[config.mk]
export PLATFORM = sky130hd
export DESIGN_NAME = txrx_link
export DESIGN_NICKNAME = d
export VERILOG_FILES = /design/src/rtl/txrx_link.sv
export SDC_FILE = /design/constraint.sdc
export NUM_CORES = 1
export LEC_CHECK = 0
export BUFFER_PORTS_ARGS = -buffer_cell sky130_fd_sc_hd__clkbuf_2
export CORE_MARGIN = 2
export CORE_UTILIZATION = 50
export CTS_CLUSTER_DIAMETER = 60
export DETAILED_ROUTE_END_ITERATION = 16
export PLACE_DENSITY = 0.82
export SLEW_MARGIN = 10
export SYNTH_ARGS = -nofsm -noshare
export SYNTH_HDL_FRONTEND = slang
export SYNTH_SLANG_ARGS = --single-unit
export TNS_END_PERCENT = 5
[constraint.sdc]
create_clock -name clock -period 3.9 [get_ports clock]
set_clock_uncertainty 0.15 [all_clocks]
set_input_delay 0 -clock clock [delete_from_list [all_inputs] [get_ports clock]]
set_output_delay 0 -clock clock [all_outputs]
set_load 0.005 [all_outputs]
[src/rtl/txrx_link.sv]
// Transmitter/receiver pair over an internal LANE_WIDTH-bit link with a parity beat.
// Good frames land in a first-word-fall-through receive buffer; bad or dropped frames raise flags.
module txrx_link #(
    parameter int ADDR_WIDTH = 8,
    parameter int LANE_WIDTH = 2,
    parameter int RX_DEPTH   = 4
) (
    input  logic                          clock,
    input  logic                          reset,
    input  logic                          start,
    input  logic [ADDR_WIDTH-1:0]         address_bus,
    input  logic                          inject_error,
    output logic                          busy,
    output logic                          ready,
    output logic [ADDR_WIDTH-1:0]         rx_address,
    input  logic                          rx_pop,
    output logic [$clog2(RX_DEPTH):0]     rx_count,
    output logic                          parity_error,
    output logic                          overflow
);

    localparam int BEATS = ADDR_WIDTH / LANE_WIDTH;
    localparam int BW    = (BEATS > 1) ? $clog2(BEATS) : 1;
    localparam int PW    = $clog2(RX_DEPTH);
    localparam int CW    = PW + 1;

    typedef enum logic [1:0] {TX_IDLE = 2'd0, TX_SEND = 2'd1, TX_END = 2'd2} tx_state_e;
    typedef enum logic       {RX_IDLE = 1'b0, RX_DATA = 1'b1} rx_state_e;

    tx_state_e             tx_state_q, tx_state_d;
    logic [ADDR_WIDTH-1:0] tx_word_q, tx_word_d;
    logic                  tx_inj_q, tx_inj_d;
    logic [BW-1:0]         tx_beat_q, tx_beat_d;

    rx_state_e             rx_state_q, rx_state_d;
    logic [ADDR_WIDTH-1:0] rx_word_q, rx_word_d;
    logic [BW-1:0]         rx_beat_q, rx_beat_d;

    logic [ADDR_WIDTH-1:0] mem_q [RX_DEPTH];
    logic [ADDR_WIDTH-1:0] mem_d [RX_DEPTH];
    logic [PW-1:0]         wr_ptr_q, wr_ptr_d, rd_ptr_q, rd_ptr_d;
    logic [CW-1:0]         count_q, count_d;
    logic [ADDR_WIDTH-1:0] head_q, head_d;
    logic                  busy_q, busy_d, ready_q, ready_d;
    logic                  perr_q, perr_d, ovf_q, ovf_d;

    logic                  link_valid, link_last, link_parity;
    logic [LANE_WIDTH-1:0] link_data;
    logic                  frame_done, frame_ok, frame_bad;
    logic                  do_write, do_pop, buf_full;

    // Transmit FSM: next state and link drive
    always_comb begin
        tx_state_d  = tx_state_q;
        tx_word_d   = tx_word_q;
        tx_inj_d    = tx_inj_q;
        tx_beat_d   = tx_beat_q;
        link_valid  = 1'b0;
        link_last   = 1'b0;
        link_parity = 1'b0;
        link_data   = '0;
        case (tx_state_q)
            TX_IDLE: begin
                if (start) begin
                    tx_word_d  = address_bus;
                    tx_inj_d   = inject_error;
                    tx_beat_d  = '0;
                    tx_state_d = TX_SEND;
                end else begin
                    tx_state_d = TX_IDLE;
                end
            end
            TX_SEND: begin
                link_valid = 1'b1;
                link_data  = tx_word_q[int'(tx_beat_q) * LANE_WIDTH +: LANE_WIDTH];
                if (tx_beat_q == BW'(BEATS - 1)) begin
                    tx_state_d = TX_END;
                end else begin
                    tx_beat_d = tx_beat_q + BW'(1);
                end
            end
            TX_END: begin
                link_last   = 1'b1;
                link_parity = (^tx_word_q) ^ tx_inj_q;
                // Accepting here gives back-to-back frames with no idle gap
                if (start) begin
                    tx_word_d  = address_bus;
                    tx_inj_d   = inject_error;
                    tx_beat_d  = '0;
                    tx_state_d = TX_SEND;
                end else begin
                    tx_state_d = TX_IDLE;
                end
            end
            default: tx_state_d = TX_IDLE;
        endcase
        busy_d = (tx_state_d != TX_IDLE);
    end

    // Receive FSM: reassemble beats and judge the frame on the parity beat
    always_comb begin
        rx_state_d = rx_state_q;
        rx_word_d  = rx_word_q;
        rx_beat_d  = rx_beat_q;
        frame_done = 1'b0;
        case (rx_state_q)
            RX_IDLE: begin
                if (link_valid) begin
                    rx_word_d                 = '0;
                    rx_word_d[LANE_WIDTH-1:0] = link_data;
                    rx_beat_d                 = BW'(1);
                    rx_state_d                = RX_DATA;
                end else begin
                    rx_state_d = RX_IDLE;
                end
            end
            RX_DATA: begin
                if (link_valid) begin
                    rx_word_d[int'(rx_beat_q) * LANE_WIDTH +: LANE_WIDTH] = link_data;
                    rx_beat_d = rx_beat_q + BW'(1);
                end else if (link_last) begin
                    frame_done = 1'b1;
                    rx_beat_d  = '0;
                    rx_state_d = RX_IDLE;
                end else begin
                    rx_state_d = RX_DATA;
                end
            end
            default: rx_state_d = RX_IDLE;
        endcase
        frame_ok  = frame_done && (link_parity == (^rx_word_q));
        frame_bad = frame_done && (link_parity != (^rx_word_q));
    end

    // Receive buffer: a pop on the write edge frees the slot the write needs
    always_comb begin
        buf_full = (count_q == CW'(RX_DEPTH));
        do_pop   = rx_pop && (count_q != CW'(0));
        do_write = frame_ok && (!buf_full || do_pop);
        mem_d    = mem_q;
        if (do_write) begin
            mem_d[wr_ptr_q] = rx_word_q;
        end else begin
            mem_d[wr_ptr_q] = mem_q[wr_ptr_q];
        end
        wr_ptr_d = do_write ? (wr_ptr_q + PW'(1)) : wr_ptr_q;
        rd_ptr_d = do_pop   ? (rd_ptr_q + PW'(1)) : rd_ptr_q;
        case ({do_write, do_pop})
            2'b10:   count_d = count_q + CW'(1);
            2'b01:   count_d = count_q - CW'(1);
            default: count_d = count_q;
        endcase
        head_d  = (count_d == CW'(0)) ? '0 : mem_d[rd_ptr_d];
        ready_d = (count_d != CW'(0));
        perr_d  = frame_bad;
        ovf_d   = ovf_q || (frame_ok && buf_full && !do_pop);
    end

    // State and output registers with synchronous reset
    always_ff @(posedge clock) begin
        if (reset) begin
            tx_state_q <= TX_IDLE;
            tx_word_q  <= '0;
            tx_inj_q   <= 1'b0;
            tx_beat_q  <= '0;
            rx_state_q <= RX_IDLE;
            rx_word_q  <= '0;
            rx_beat_q  <= '0;
            for (int i = 0; i < RX_DEPTH; i++) begin
                mem_q[i] <= '0;
            end
            wr_ptr_q   <= '0;
            rd_ptr_q   <= '0;
            count_q    <= '0;
            head_q     <= '0;
            busy_q     <= 1'b0;
            ready_q    <= 1'b0;
            perr_q     <= 1'b0;
            ovf_q      <= 1'b0;
        end else begin
            tx_state_q <= tx_state_d;
            tx_word_q  <= tx_word_d;
            tx_inj_q   <= tx_inj_d;
            tx_beat_q  <= tx_beat_d;
            rx_state_q <= rx_state_d;
            rx_word_q  <= rx_word_d;
            rx_beat_q  <= rx_beat_d;
            mem_q      <= mem_d;
            wr_ptr_q   <= wr_ptr_d;
            rd_ptr_q   <= rd_ptr_d;
            count_q    <= count_d;
            head_q     <= head_d;
            busy_q     <= busy_d;
            ready_q    <= ready_d;
            perr_q     <= perr_d;
            ovf_q      <= ovf_d;
        end
    end

    assign busy         = busy_q;
    assign ready        = ready_q;
    assign rx_address   = head_q;
    assign rx_count     = count_q;
    assign parity_error = perr_q;
    assign overflow     = ovf_q;

endmodule

Word-level counts from Yosys, hierarchy flattened

Cells that the tools add are included.

Add/sub/neg operators: 7
Magnitude comparators: 3
Equal/unequal tests: 13
Shifts and indexed selects: 3
Muxes and demuxes: 38
Bitwise operators: 4
Reductions and logical operators: 25

Operators by type and width:

| kind                                                                   | count |
|---|---|
| 32-bit bitwise mux                                                     | 2 |
| 8-bit two-way mux                                                      | 7 |
| 3-bit negation with 33-bit output                                      | 1 |
| 2-bit by 33-bit variable shift with 8-bit output, first input constant | 1 |
| 2-bit by 33-bit variable part select with 8-bit output                 | 1 |
| 8-bit binary-select mux with 2-bit select                              | 2 |
| 32-bit two-way mux                                                     | 1 |
| 8-bit demux with 2-bit select                                          | 1 |
| 2-bit two-way mux                                                      | 8 |
| 8-bit case mux with 2 select lines                                     | 1 |
| 8-bit parity                                                           | 2 |
| 2-bit case mux with 2 select lines                                     | 3 |
| 1-bit two-way mux                                                      | 10 |
| 2-bit by 1-bit adder with 2-bit output, second input constant          | 4 |
| 8-bit bitwise mux                                                      | 1 |
| 8-bit by 4-bit variable part select with 2-bit output                  | 1 |
| 1-bit logical AND                                                      | 7 |
| 2-bit equality test, second input constant                             | 3 |
| 3-bit greater-or-equal comparator, second input constant               | 2 |
| 2-bit NOT with 3-bit output                                            | 2 |
| 3-bit case mux with 2 select lines                                     | 1 |
| 2-bit AND reduction                                                    | 3 |
| 3-bit nonzero test                                                     | 2 |
| 2-bit by 1-bit equality test with 1-bit output, second input constant  | 2 |
| other kinds (19)                                                       | 25 |

Register bits: 75
Bits of input ports: 13
Output and inout bits: 15
Word-level logic and storage cells: 112

Logic depth before layout (Yosys ltp)

Word-level depth: 11
Mapped depth: 15
Gate-level depth less buffers: 13

Worst setup path after synthesis

Ideal clock, no wire load.

Path kind: reg2reg
Start: register rx_word_q[0]
End: register head_q[7], in the netlist rx_address[7]
Setup time: 0.120 ns
Data arrival time: 3.625 ns
Data required time: 3.630 ns
Slack: 0.005 ns
Stages on the path, launching flop included: 15
Path buffers: 1
Period minus slack after synthesis: 3.895 ns
Cells stage by stage: dfxtp_1 > xnor3_1 > xnor3_2 > xnor3_2 > buf_6 > nand2_1 > ha_1 > inv_1 > fa_1 > xor2_1 > o21a_1 > o311ai_1 > o32ai_1 > o2bb2ai_1 > a21oi_1

Word-level cells in the longest chain between the ends: 8
Elaborated cells on any way between the ends: 13
Classes of those cells: 3 x eq/ne; 5 x mux; 5 x reduce/logical

RTL lines:

| what                                                                                                   | line     | text |
|---|---|---|
| from (decl)                                                                                            | 36       | `logic [ADDR_WIDTH-1:0] rx_word_q, rx_word_d;` |
| from (signal assigned)                                                                                 | 186      | `rx_word_q <= rx_word_d;` |
| 8-bit parity *                                                                                         | 131      | `frame_ok = frame_done && (link_parity == (^rx_word_q));` |
| 1-bit equality test *                                                                                  | 131      |  |
| 1-bit logical AND *                                                                                    | 131      |  |
| 1-bit logical AND *                                                                                    | 139      | `do_write = frame_ok && (!buf_full \|\| do_pop);` |
| 2-bit by 1-bit equality test with 1-bit output (tied with other cells)                                 | 148      | `case ({do_write, do_pop})` |
| 3-bit case mux with 2 select lines / 8-bit binary-select mux with 2-bit select (equally long branches) | 148, 153 |  |
| 3-bit zero test / 8-bit two-way mux (equally long branches)                                            | 153      | `head_d = (count_d == CW'(0)) ? '0 : mem_d[rd_ptr_d];` |
| 2-bit OR reduction (no line) / 8-bit two-way mux (equally long branches)                               | --       |  |
| to (signal assigned)                                                                                   | 175      | `head_q <= '0;` |
| to (signal assigned)                                                                                   | 192      | `head_q <= head_d;` |
| to (decl)                                                                                              | 43       | `logic [ADDR_WIDTH-1:0] head_q, head_d;` |

Mark *: on every way between the ends. The rest lies on a longest branch, timed or not. The select of a mux whose other input is x is not followed.
A chain may end at the register's enable or synchronous reset.

Final worst setup path

Ends and elaborated chain as after synthesis.

==> impl_metrics.csv <==
group,metric,value,unit
outcome,outcome,"finished clean",
clock_network,numCtsBuffers,9,
global_route,grt_pass1_wl,15900,um
logic_synthesis,synth_edf_count,0,
floorplan,die_area,0.00843,sq mm
floorplan,die_y,91.8,um
routing,via_per_inst,5.97,
global_route,grt_max_degree,64,
critical_path,worstSetupPathType,"reg2reg",
placement,routabilityCongestion,0.875,
logic_synthesis,synth_flop_cell,"dfxtp_1",
clock_network,clock-root-buffer,"clkbuf_8",
logic_synthesis,avgSynthCellArea,9.11,sq um
logic_synthesis,ys_seq_elements,75,
logic_synthesis,yosysTopAreaCell,"dfxtp_1",
final_layout,diodes,0,
placement,place_area,0.00407,sq mm
timing,post-route-period-util,96.5,%
critical_path,r2r_cells,14,
critical_path,crit_cells,14,
critical_path,crit_fanout,10,
routing,drt-total-wl,9570,um
floorplan,io_pins,28,
routing,wl_met3,525,um
routing,m1WireLength,4070,um
critical_path,path_cells,"xnor3_1 -> xnor3_2 -> xnor3_2 -> nand2_1 -> ha_1 -> inv_1 -> fa_1 -> xor2_1 -> o21a_1 -> o31ai_2 -> buf_4 -> o32ai_1 -> o2bb2ai_1 -> a21oi_1",
timing,post-route-min-period,3760,ps
pwr,p_leak,1.61,nW
global_route,overflow,0,
critical_path,r2r-start,"rx_word_q[0]",
timing,worst_pin_slew,765,ps
timing,holdWs,11.6,ps
clock_network,clkSinkCount,75,
logic_synthesis,yosysUniqueCellTypes,45,
global_route,track_usage,23.5,%
final_layout,final_util,58.7,%
worst_hold_path,hp-class,"in2reg",
logic_synthesis,yosysTopAreaCellShare,39.0,%
critical_path,required,3990,ps
critical_path,startpoint_type,"flip-flop",
floorplan,core_area,0.00761,sq mm
critical_path,cp_top_family,"XOR/XNOR gates",
clock_network,clock_path_buffers,2,
timing,slew-limit-headroom,49.0,%
routing,num_vias,3351,
final_layout,fin_area,0.00446,sq mm
final_layout,final_common_cell,"dfxtp_1",
clock_network,cts_tree,"done",
critical_path,crit_start,"rx_word_q[0]",
global_route,antenna_found_initial,0,
pwr,vdd_drop_max,0.257,mV
timing,finalMaxSlewViolations,0,
pwr,finalPower,2.00,mW
routing,post-route-drc-count,0,
logic_synthesis,ys.warnings.count,0,
logic_synthesis,synthArstFlopShare,0,%
flow_run,drv_cap,0,
critical_path,end_kind,"flip-flop",
timing,hold_viol,0,
logic_synthesis,synth.cell_area,0.00385,sq mm
timing,fmax,266,MHz
critical_path,rr_endpoint,"rx_address[7]",
logic_synthesis,syn_inst,423,
placement,hpwl,6230,um
floorplan,initial_utilization,50.7,%
pwr,power_density,449,mW/mm^2
critical_path,reg2reg_setup_slack,140,ps
clock_network,cts.clk_slew.worst_paths,90,ps
logic_synthesis,synth.area.top_cells,"dfxtp_1 (39%), a211oi_1 (6.4%), nor2_1 (6.3%)",
routing,first_iter_violations,290,
routing,dr.pass1.iters,5,
timing,finalSetupViolations,0,
critical_path,crit_path_max_incr_delay,410,ps
critical_path,crit_arrival,3860,ps
critical_path,cp_slowest_cell,"xnor3_1",
clock_network,h-tree-depth,3,
critical_path,path_buf_inv,2,
logic_synthesis,synth_fp_nets,447,
clock_network,clock_latency,350,ps
global_route,first_global_vias,3334,
critical_path,cpMostUsedCell,"xnor3_2",
routing,wire_per_inst,17.1,um
final_layout,layout_common_cells,"dfxtp_1 (75), nor2_1 (65), a211oi_1 (33)",
placement,io_buffer_count,27,
timing,rsz0062_at_grt,"yes",
final_layout,drive_above_1_share,21.1,%
floorplan,chipWidth,91.8,um
critical_path,crit_end,"rx_address[7]",
routing,wl_met2,4760,um
final_layout,finalNetCount,478,
logic_synthesis,synth_seq_area_share,39.0,%
routing,highest_layer,"met4",
routing,final_antenna_net_count,0,
floorplan,row_count,32,
final_layout,areaGrowthSynthToFinish,15.8,%
kinds of logic (layout without fill, tap and decap cells):
| logic type | Yosys count | count (layout) | synth area share [%] |
|---|---|---|---|
| flip-flops | 75 | 75 | 39.0 |
| XOR/XNOR | 19 | 19 | 6.30 |
| AO/OA/AOI/OAI | 130 | 130 | 24.7 |
| AND/OR/NAND/NOR | 134 | 134 | 15.8 |
| buffers and inverters | 43 | 79 | 4.38 |
| multiplexers | 11 | 11 | 6.10 |
| adder cells (fa/ha/maj) | 11 | 11 | 3.77 |
cell usage after synthesis (9+ instances only):
cell type / instances
clkbuf_1: 24
nor2_1: 65
a211oi_1: 33
inv_1: 14
xnor2_1: 10
a21oi_1: 23
mux4_2: 10
ha_1: 10
o21ai_0: 15
nand2_1: 31
o22ai_1: 9
a22oi_1: 10
dfxtp_1: 75
o31ai_1: 16
stage by stage:
step	cells	worst slack, ps	setup TNS (ps)
floorplan	423	5.38	0
global placement	532	132	0
detailed placement	532	-23.4	-45.3
CTS	561	103	0
global route	561	-18.8	-43.6
finish	561	138	0
worst min path at each step:
| stage | cells after the start | from | slack (ps) | to |
|---|---|---|---|---|
| floorplan | 2 | inject_error | -10 | tx_inj_q |
| global route | 3 | start | 60 | busy |
| global placement | 3 | address_bus[3] | 70 | tx_word_q[3] |
| detailed placement | 3 | address_bus[2] | 80 | tx_word_q[2] |
| finish | 4 | start | 10 | tx_word_q[1] |
| CTS | 4 | start | 0.5 | tx_word_q[7] |
area by class of cell:
class | count | area [sq um]
Fill cell | 647 | 3140
Clock buffer | 10 | 128
Multi-Input combinational cell | 305 | 2210
Timing Repair Buffer | 49 | 333
Inverter | 14 | 52.6
Clock inverter | 6 | 114
Tap cell | 102 | 128
Sequential cell | 75 | 1500
sequential cells by signal, indices dropped and copies added, names as in the netlist:
name / count
rx_count: 3
ready: 1
rx_address: 8
mem_q: 32
wr_ptr_q: 2
busy: 1
rx_beat_q: 2
tx_beat_q: 2
overflow: 1
rd_ptr_q: 2
rx_word_q: 8
rx_state_q: 1
tx_state_q: 2
tx_word_q: 8
tx_inj_q: 1
parity_error: 1
worst register-to-register path: stages, from the launching register on:
cell,delay [ps]
dfxtp_1,360
xnor3_1,410
xnor3_2,280
xnor3_2,400
nand2_1,100
ha_1,180
inv_1,70
fa_1,370
xor2_1,170
o21a_1,220
o31ai_2,310
buf_4,240
o32ai_1,130
o2bb2ai_1,180
a21oi_1,90
repair_timing:
action | 4_1_cts | 5_1_grt
endpoints found under the setup margin | 6 | 8
setup buffers | 0 | 0
hold buffers | 13 | 0
resized for setup | 1 | 3
pin swaps | 0 | 0
hold endpoints to repair | 13 | 0
routing by layer:
| metal | GRT usage [%] | vias to the layer above |
|---|---|---|
| met5 | 0 | - |
| met4 | 10.4 | 0 |
| met3 | 4.44 | 23 |
| met2 | 39.5 | 128 |
| met1 | 29.3 | 1610 |
| li1 | - | 1590 |
where the power goes:
| part | switching (mW) | internal (mW) | leakage, nW |
|---|---|---|---|
| clock network | 0.302 | 0.426 | 0.113 |
| registers | 0.0333 | 0.795 | 0.607 |
| logic | 0.267 | 0.180 | 0.894 |
| total | 0.602 | 1.40 | 1.61 |
(Power assumes the default switching activity.)
